**src/rtl/booth_arith_pkg.sv**
```systemverilog
// Shared types and sizing constants for the Booth multiplier / divider datapath.
package booth_arith_pkg;

    localparam int N_SIZE_DEF = 8;
    localparam int D_SIZE_DEF = 4;
    localparam int CNT_W_DEF  = $clog2(N_SIZE_DEF);

    typedef enum logic [1:0] {
        IDLE,
        CALC,
        FIN
    } div_state_e;

    // Iteration counter width; kept at least one bit wide for degenerate sizes.
    function automatic int cnt_width(input int n);
        return (n > 1) ? $clog2(n) : 1;
    endfunction

endpackage

```
**src/rtl/signed_abs.sv**
```systemverilog
// Two's-complement magnitude with one extra bit so that -2^(W-1) stays representable.
module signed_abs #(
    parameter int W = 8
) (
    input  logic [W-1:0] a_i,
    output logic [W:0]   mag_o,
    output logic         sign_o
);

    logic [W:0] aExt;

    always_comb begin
        sign_o = a_i[W-1];
        aExt   = {a_i[W-1], a_i};
        mag_o  = sign_o ? (~aExt + 1'b1) : aExt;
    end

endmodule

```
**src/rtl/booth_seq_divider.sv**
```systemverilog
// Sequential signed radix-2 non-restoring divider with a start/done handshake;
// one quotient bit per cycle on operand magnitudes, signs applied in FIN.
module booth_seq_divider
    import booth_arith_pkg::*;
#(
    parameter int n_size = N_SIZE_DEF,
    parameter int d_size = D_SIZE_DEF
) (
    input  logic              clk,
    input  logic              rst_n,
    input  logic              start,
    input  logic [n_size-1:0] N,
    input  logic [d_size-1:0] D,
    output logic              busy,
    output logic              done,
    output logic [n_size-1:0] Q,
    output logic [d_size-1:0] REM,
    output logic              div_zero,
    output logic              ovf
);

    localparam int CNT_W = cnt_width(n_size);
    localparam int RW    = d_size + 2;
    localparam logic [n_size:0]   NMIN_MAG = {2'b01, {(n_size-1){1'b0}}};
    localparam logic [n_size-1:0] QMIN     = {1'b1, {(n_size-1){1'b0}}};

    div_state_e        state_q, state_d;
    logic [CNT_W-1:0]  cnt_q, cnt_d;
    logic [RW-1:0]     rem_q, rem_d;
    logic [n_size-1:0] quo_q, quo_d;
    logic [d_size:0]   dmag_q, dmag_d;
    logic              signN_q, signN_d;
    logic              signD_q, signD_d;
    logic              zero_q, zero_d;
    logic              ovfCond_q, ovfCond_d;

    logic [n_size-1:0] Q_q, Q_d;
    logic [d_size-1:0] REM_q, REM_d;
    logic              divZero_q, divZero_d;
    logic              ovf_q, ovf_d;
    logic              done_q, done_d;

    logic [n_size:0]   nMag;
    logic              nSign;
    logic [d_size:0]   dMag;
    logic              dSign;

    logic [RW-1:0]     remShift;
    logic [RW-1:0]     remStep;
    logic [d_size-1:0] remMag;

    signed_abs #(.W(n_size)) uAbsN (
        .a_i    (N),
        .mag_o  (nMag),
        .sign_o (nSign)
    );

    signed_abs #(.W(d_size)) uAbsD (
        .a_i    (D),
        .mag_o  (dMag),
        .sign_o (dSign)
    );

    // Non-restoring step: subtract while the partial remainder is non-negative, else add back.
    always_comb begin
        remShift = {rem_q[RW-2:0], quo_q[n_size-1]};
        remStep  = rem_q[RW-1] ? (remShift + {1'b0, dmag_q})
                               : (remShift - {1'b0, dmag_q});
        remMag   = rem_q[RW-1] ? (rem_q[d_size-1:0] + dmag_q[d_size-1:0])
                               : rem_q[d_size-1:0];
    end

    always_comb begin
        state_d   = state_q;
        cnt_d     = cnt_q;
        rem_d     = rem_q;
        quo_d     = quo_q;
        dmag_d    = dmag_q;
        signN_d   = signN_q;
        signD_d   = signD_q;
        zero_d    = zero_q;
        ovfCond_d = ovfCond_q;
        Q_d       = Q_q;
        REM_d     = REM_q;
        divZero_d = divZero_q;
        ovf_d     = ovf_q;
        done_d    = 1'b0;

        case (state_q)
            IDLE: begin
                if (start) begin
                    quo_d     = nMag[n_size-1:0];
                    dmag_d    = dMag;
                    signN_d   = nSign;
                    signD_d   = dSign;
                    zero_d    = (dMag == '0);
                    ovfCond_d = nSign && (nMag == NMIN_MAG) && dSign && (dMag == {{d_size{1'b0}}, 1'b1});
                    rem_d     = '0;
                    cnt_d     = '0;
                    state_d   = CALC;
                end
            end
            CALC: begin
                rem_d = remStep;
                quo_d = {quo_q[n_size-2:0], ~remStep[RW-1]};
                cnt_d = cnt_q + 1'b1;
                if (cnt_q == CNT_W'(n_size - 1)) begin
                    state_d = FIN;
                end
            end
            FIN: begin
                if (zero_q) begin
                    Q_d   = '0;
                    REM_d = '0;
                end else if (ovfCond_q) begin
                    Q_d   = QMIN;
                    REM_d = '0;
                end else begin
                    Q_d   = (signN_q ^ signD_q) ? (~quo_q + 1'b1) : quo_q;
                    REM_d = signN_q ? (~remMag + 1'b1) : remMag;
                end
                divZero_d = zero_q;
                ovf_d     = ovfCond_q && !zero_q;
                done_d    = 1'b1;
                state_d   = IDLE;
            end
            default: state_d = IDLE;
        endcase
    end

    // Reset clears everything, so an aborted divide leaves no trace and no done pulse.
    always_ff @(posedge clk or negedge rst_n) begin
        if (!rst_n) begin
            state_q   <= IDLE;
            cnt_q     <= '0;
            rem_q     <= '0;
            quo_q     <= '0;
            dmag_q    <= '0;
            signN_q   <= 1'b0;
            signD_q   <= 1'b0;
            zero_q    <= 1'b0;
            ovfCond_q <= 1'b0;
            Q_q       <= '0;
            REM_q     <= '0;
            divZero_q <= 1'b0;
            ovf_q     <= 1'b0;
            done_q    <= 1'b0;
        end else begin
            state_q   <= state_d;
            cnt_q     <= cnt_d;
            rem_q     <= rem_d;
            quo_q     <= quo_d;
            dmag_q    <= dmag_d;
            signN_q   <= signN_d;
            signD_q   <= signD_d;
            zero_q    <= zero_d;
            ovfCond_q <= ovfCond_d;
            Q_q       <= Q_d;
            REM_q     <= REM_d;
            divZero_q <= divZero_d;
            ovf_q     <= ovf_d;
            done_q    <= done_d;
        end
    end

    assign busy     = (state_q != IDLE);
    assign done     = done_q;
    assign Q        = Q_q;
    assign REM      = REM_q;
    assign div_zero = divZero_q;
    assign ovf      = ovf_q;

endmodule

```
**config.mk**
```make
export PLATFORM = sky130hd
export DESIGN_NAME = booth_seq_divider
export DESIGN_NICKNAME = d
export VERILOG_FILES = /design/src/rtl/booth_arith_pkg.sv /design/src/rtl/signed_abs.sv /design/src/rtl/booth_seq_divider.sv
export SDC_FILE = /design/constraint.sdc
export NUM_CORES = 1
export LEC_CHECK = 0
export BUFFER_PORTS_ARGS = -buffer_cell sky130_fd_sc_hd__buf_2
export CAP_MARGIN = 20
export CORE_ASPECT_RATIO = 1.2
export CORE_MARGIN = 2
export CORE_UTILIZATION = 47
export DETAILED_ROUTE_END_ITERATION = 16
export PLACE_DENSITY = 0.69
export SLEW_MARGIN = 20
export SYNTH_ARGS = -nofsm -noshare
export SYNTH_HDL_FRONTEND = slang
export SYNTH_HIERARCHICAL = 1
export SYNTH_SLANG_ARGS = --single-unit
export TNS_END_PERCENT = 50
```
**constraint.sdc**
```tcl
create_clock -name clk -period 2.1 [get_ports clk]
set_input_delay 0.42 -clock clk [delete_from_list [all_inputs] [get_ports clk]]
set_output_delay 0.42 -clock clk [all_outputs]
set_load 0.01 [all_outputs]
```
==> results of run 1 <==
-- power groups by stage --
stage | Sequential, µW | Clock, µW | Combinational (µW)
after floorplan | 1540 | 0 | 2050
after global placement | 1520 | 0 | 2790
after detailed placement | 1530 | 0 | 2870
after CTS | 1510 | 690 | 2930
after global routing | 1590 | 727 | 3480
final | 1530 | 676 | 3060
-- synth_stat cells --
master	number	area [µm²]
o31ai_4	1	21.3
clkbuf_1	9	33.8
nor4b_2	1	15.0
nand3_1	6	30.0
o211ai_1	1	7.51
a22o_1	9	78.8
or3_4	1	11.3
xnor2_1	16	140
fa_1	2	40.0
a32o_1	1	10.0
nor3_1	4	20.0
nor4b_1	1	8.76
a21oi_1	7	35.0
dfrtp_1	43	1080
o21ai_1	2	10.0
o21bai_1	1	7.51
o21ai_0	18	90.1
a21o_1	4	30.0
nand2b_1	6	37.5
ha_1	15	188
a211oi_1	2	15.0
nor4_1	3	18.8
a31oi_1	11	68.8
mux2i_1	2	20.0
o31ai_1	1	7.51
conb_1	2	7.51
and2_1	2	12.5
o41ai_1	2	17.5
and4b_1	1	10.0
nor2_1	18	67.6
nand2_1	53	199
mux2_2	3	33.8
nor3_2	1	10.0
nand4_1	1	6.26
o21a_1	1	7.51
inv_1	13	48.8
nor2b_1	1	6.26
xor2_1	8	70.1
o31ai_2	1	12.5
buf_4	6	45.0
buf_2	2	10.0
or3b_4	1	11.3
-- final cells by class --
type	instances	share of cell area, %
clock buffer	5	2.26
sequential	43	35.3
clock inverter	3	1.52
timing repair buffer	47	9.36
tap	62	2.54
inverter	13	1.60
multi-input combinational	210	47.4
-- cell families (layout without fill, tap and decap cells) --
logic type      Yosys count  after routing  share of synthesized area, %
compound gates           62             62                          16.1
xor+xnor                 24             24                          8.10
fa+ha+maj                17             17                          8.77
buf+inv                  30             68                          5.30
flops                    43             43                          41.4
mux                       5              5                          2.07
other cells               2              2                         0.289
simple gates            100            100                          17.9
-- stage by stage --
stage	util (%)	std cells	setup TNS (ps)
6_report	57.6	383	0
5_1_grt	57.6	383	-335
4_1_cts	56.6	383	-46.7
3_5_place_dp	54.1	375	-119
3_3_place_gp	54.1	375	0
2_1_floorplan	-	283	0
-- sequential cells by signal, indices dropped and copies added, names as in the netlist, 2 cells and up --
register and count:
quo_q 8, REM 4, dmag_q 5, Q 8, rem_q 6, state_q 2, cnt_q 3
-- path summary, 6_finish.rpt --
path	start	endpoint	slack, ps	depth (start not counted)
min reg2reg	ovf$_DFFE_PN0P_	ovf$_DFFE_PN0P_	490	2
max reg2reg	dmag_q[0]$_DFFE_PN0P_	REM[3]$_DFFE_PN0P_	10	8
min	rst_n	state_q[0]$_DFFE_PN0P_	150	1
min in group clk	D[0]	zero_q$_DFFE_PN0P_	380	2
max in group asynchronous	rst_n	Q[5]$_DFFE_PN0P_	1360	2
max	dmag_q[0]$_DFFE_PN0P_	REM[3]$_DFFE_PN0P_	10	8
-- per-layer routing --
metal | part of all wire (%) | up-vias
li1 | - | 1035
met1 | 47 | 988
met2 | 48 | 36
met3 | 3.2 | 7
met4 | 1.4 | 0
met5 | 0 | -
-- worst max-delay path: cells and delay by family (launching register included) --
| kind | cells | cell delay (ps) |
|---|---|---|
| AND/OR/NAND/NOR | 2 | 150 |
| adder cells (fa/ha/maj) | 2 | 700 |
| AO/OA/AOI/OAI | 2 | 410 |
| XOR/XNOR | 1 | 210 |
| flip-flops | 1 | 390 |
| buffers and inverters | 1 | 130 |
-- timing repair --
action                     in CTS  in global routing
resized for setup               2                 16
setup endpoints to repair       4                  6
setup buffers                   0                  0
pin swaps                       4                  8
==> flow_metrics.py, run 1 <==
metrics = {
    "setup_path": {
        "end_kind": "flip-flop",
        "critPathLaunchType": "flip-flop",
        "cp_slowest_cell": "fa_2",
        "arrival_ps": 2290,
        "critPathMaxStageDelay_ps": 550,
        "worstPathMaxFanout": 2,
        "cp_cell_sequence": "buf_6 > ha_4 > fa_2 > nor2_1 > a31oi_1 > xor2_1 > nand3_1 > a32o_1",
        "crit_type": "reg -> reg",
        "critPathRequiredTime_ps": 2310,
    },
    "global_route": {
        "antenna_found_initial": 0,
        "busiest_layer": "met2",
        "grt_use_total_pct": 19.4,
        "grt_max_degree": 33,
        "overflow": 0,
        "use_met2_pct": 31.6,
        "grt_pass1_wl_mm": 9.44,
        "met1_usage_pct": 26.1,
        "grt_pass1_vias": 2017,
        "use_met3_pct": 3.56,
    },
    "final_layout": {
        "final_cell_mix": "nand2_1 (53), dfrtp_1 (43), buf_2 (30)",
        "fill_cells": 477,
        "final_nets": 352,
        "num_antenna_cells": 0,
        "syn_to_final_growth_pct": 17.4,
        "seqCellArea_um2": 1080,
        "final_cell_area_um2": 3050,
        "layout_commonest_cell": "nand2_1",
        "drive_above_1_share_pct": 23.4,
        "multiInputGateArea_um2": 1450,
    },
    "cts": {
        "h-tree-depth": 2,
        "clock-sinks": 43,
        "hold_buffers": 0,
        "root_buffer": "clkbuf_8",
        "cts_buffers": 5,
        "insertion_delay_ps": 310,
        "path_clk_slew_ps": 90,
        "clockBufferDepth": 2,
        "cts_tree": "built",
    },
    "timing": {
        "fmax_ghz": 0.479,
        "finClkSkew_ps": 10.7,
        "period_minus_slack_ps": 2090,
        "relSlewSlack_pct": 52.4,
        "hold_viol_final": 0,
        "fin_ws_ps": 11.7,
        "tightestPinTransition_ps": 714,
        "finalMaxSlewViolations": 0,
        "timing.hold.ws_ps": 154,
        "period_share_pct": 99.4,
        "setup_violations": 0,
        "grt_setup_unrepaired": "yes",
    },
    "floorplan": {
        "coreArea_um2": 5300,
        "die_x_um": 71.8,
        "start_util_pct": 49.0,
        "io_pins": 31,
        "die_h_um": 85.4,
        "dieArea_um2": 6140,
        "rows": 29,
    },
    "placed_design": {
        "place_ws_ps": -61.1,
        "placed_area_um2": 2870,
        "hpwl_mm": 4.07,
        "port_buffers": 30,
        "place.gp.congestion": 0.896,
    },
    "drt": {
        "remaining_drc_errors": 0,
        "first_pass_iters": 5,
        "drt_wl_total_mm": 5.41,
        "vias_per_cell": 5.39,
        "vias": 2066,
        "ant_nets": 0,
        "drt_iter0_markers": 91,
        "wire_per_inst_um": 14.1,
    },
    "logic_synthesis": {
        "synthesis.nets": 315,
        "netlist-cell-type-count": 42,
        "yosysSeqAreaShare_pct": 41.4,
        "syn_area_um2": 2600,
        "ys_seq_elements": 43,
        "avgSynthCellArea_um2": 9.17,
        "syn_inst": 283,
        "yosysWarnings": 6,
    },
    "power_and_ir_drop": {
        "pwr-share-seq_pct": 29.0,
        "pwr-share-comb_pct": 58.1,
        "power.density_nw_per_um2": 1730,
        "p_leak_uw": 0.00144,
        "switching_share_pct": 42.1,
        "p_total_uw": 5270,
        "peakVddDrop_mv": 0.804,
        "switchingPower_uw": 2220,
        "clkPwrFrac_pct": 12.8,
        "internal-power_uw": 3050,
    },
    "worst_hold_path": {
        "hold_path_class": "in -> async",
    },
    "run": {
        "cap_viol_max_count": 0,
    },
    "outcome": {
        "outcome": "complete, no violations",
    },
}
Power figures use the tool's default switching activity.
==> run 2: changes to the inputs <==
--- a/config.mk
+++ b/config.mk
@@ -7,8 +7,8 @@
 export LEC_CHECK = 0
 export BUFFER_PORTS_ARGS = -buffer_cell sky130_fd_sc_hd__buf_2
 export CAP_MARGIN = 20
-export CORE_ASPECT_RATIO = 1.2
-export CORE_MARGIN = 2
+export CORE_ASPECT_RATIO = 0.75
+export CORE_MARGIN = 5
 export CORE_UTILIZATION = 47
 export DETAILED_ROUTE_END_ITERATION = 16
 export PLACE_DENSITY = 0.69
==> run 2 against run 1 <==
Effect of this change:
- the run now ends with negative setup slack left
- non-clock buffer count grew 3
- clock power is 23% lower
- sequential power barely moved
- count of clock-buffer cells in the layout grew 1
- sequential share of layout area is 0.14 points lower
- highest routed layer unchanged
==> flow_metrics.py, run 2 (synthesis gave the netlist of run 1 again) <==
metrics = {
    "drt": {
        "first_pass_iters": 4,
        "remaining_drc_errors": 0,
        "drt_wl_total_mm": 5.50,
        "drt_iter0_markers": 94,
        "vias": 2056,
        "ant_nets": 0,
        "wire_per_inst_um": 13.8,
        "vias_per_cell": 5.17,
    },
    "setup_path": {
        "arrival_ps": 2350,
        "r2r_slack_ps": -80,
        "rr_worst_depth": 9,
        "critPathLaunchType": "flip-flop",
        "rr_startpoint": "dmag_q[0]$_DFFE_PN0P_",
        "worstPathMaxFanout": 4,
        "end_kind": "flip-flop",
        "crit_type": "reg -> reg",
        "reg2reg_to": "REM[1]$_DFFE_PN0P_",
        "critPathRequiredTime_ps": 2280,
    },
    "floorplan": {
        "coreArea_um2": 5350,
        "die_h_um": 74.4,
        "io_pins": 31,
        "die_x_um": 95.8,
        "dieArea_um2": 7130,
        "start_util_pct": 48.5,
        "rows": 23,
    },
    "global_route": {
        "grt_max_degree": 44,
        "overflow": 0,
        "grt_use_total_pct": 16.7,
        "grt_pass1_vias": 1962,
        "grt_pass1_wl_mm": 9.38,
        "antenna_found_initial": 0,
    },
    "timing": {
        "tightestPinTransition_ps": 705,
        "hold_viol_final": 0,
        "relSlewSlack_pct": 52.9,
        "finClkSkew_ps": 9.49,
        "grt_setup_unrepaired": "yes",
        "setup_violations": 2,
        "fin_setup_tns_ps": -102,
        "fmax_ghz": 0.459,
        "period_minus_slack_ps": 2180,
        "finalMaxSlewViolations": 0,
        "period_share_pct": 104,
        "fin_ws_ps": -77.1,
    },
    "final_layout": {
        "layout_commonest_cell": "nand2_1",
        "drive_above_1_share_pct": 23.8,
        "syn_to_final_growth_pct": 17.9,
        "final_nets": 355,
        "final_cell_mix": "nand2_1 (53), dfrtp_1 (43), buf_2 (30)",
        "num_antenna_cells": 0,
        "fill_cells": 518,
        "instances_no_fill": 398,
    },
    "outcome": {
        "outcome": "finished, violations left",
        "failed_checks": "negative setup slack",
    },
    "cts": {
        "cts_buffers": 5,
        "h-tree-depth": 2,
        "cts_tree": "built",
        "path_clk_slew_ps": 80,
        "insertion_delay_ps": 290,
        "clockBufferDepth": 2,
        "clock-sinks": 43,
        "root_buffer": "clkbuf_8",
        "hold_buffers": 0,
    },
    "worst_hold_path": {
        "hold_path_class": "in -> async",
    },
    "power_and_ir_drop": {
        "peakVddDrop_mv": 0.696,
        "p_leak_uw": 0.00145,
        "power.density_nw_per_um2": 1700,
    },
    "placed_design": {
        "dpl.cell_count": 387,
        "place.gp.congestion": 0.908,
        "hpwl_mm": 4.18,
        "port_buffers": 30,
    },
    "run": {
        "cap_viol_max_count": 0,
    },
}
[run 2: report_power, final]
| part | internal [µW] | switching (µW) | total [µW] |
|---|---|---|---|
| logic | 1550 | 1600 | 3150 |
| clock network | 258 | 265 | 523 |
| registers | 1200 | 343 | 1540 |
[run 2: repair_timing]
action,in CTS,in global routing
endpoints found under the setup margin,6,6
pin swaps,7,10
buffers inserted,0,4
resized for setup,8,8
[run 2: cell type report]
class / count / area, µm² / area share (%)
Multi-Input combinational cell: 210 / 1450 / 47.4
Sequential cell: 43 / 1080 / 35.1
Timing Repair Buffer: 50 / 304 / 9.93
Tap cell: 75 / 93.8 / 3.06
Clock buffer: 6 / 82.6 / 2.70
Inverter: 13 / 48.8 / 1.59
Clock inverter: 1 / 5.00 / 0.163
[run 2: worst max path at each step]
| stage | from | to | slack, ps | cells after the start |
|---|---|---|---|---|
| floorplan | dmag_q[1]$_DFFE_PN0P_ | quo_q[0]$_DFFE_PN0P_ | 0.3 | 9 |
| global placement | N[1] | ovfCond_q$_DFFE_PN0P_ | -7 | 9 |
| detailed placement | N[1] | ovfCond_q$_DFFE_PN0P_ | -40 | 9 |
| CTS | dmag_q[1]$_DFFE_PN0P_ | quo_q[0]$_DFFE_PN0P_ | -20 | 9 |
| global route | dmag_q[0]$_DFFE_PN0P_ | REM[3]$_DFFE_PN0P_ | -160 | 8 |
| finish | dmag_q[0]$_DFFE_PN0P_ | REM[1]$_DFFE_PN0P_ | -80 | 9 |
[run 2: layer usage]
layer / part of all wire (%) / track usage (%)
met5: 0 / 0
met4: 0.55 / 3.79
met3: 6.0 / 3.34
met2: 40 / 24.3
met1: 53 / 25.6
[run 2: critical path: stages, from the launching register on]
cell	delay [ps]
dfrtp_1	390
buf_6	140
ha_4	160
fa_2	440
buf_4	150
mux2i_2	170
ha_2	310
nand2_1	50
o21ai_1	60
a22o_1	200
[run 2: through the flow]
stage / setup WS (ps) / instance area (µm²) / util, % / hold slack (ps) / power [µW]
finish: -77.1 / 3060 / 57.2 / 190 / 5220
global route: -156 / 3060 / 57.2 / 239 / 5720
CTS: -24.5 / 2990 / 55.9 / 214 / 5050
detailed placement: -41.4 / 2880 / 53.7 / 467 / 4420
global placement: -6.80 / 2880 / 53.7 / 459 / 4320
floorplan: 0.309 / 2600 / - / 124 / 3590
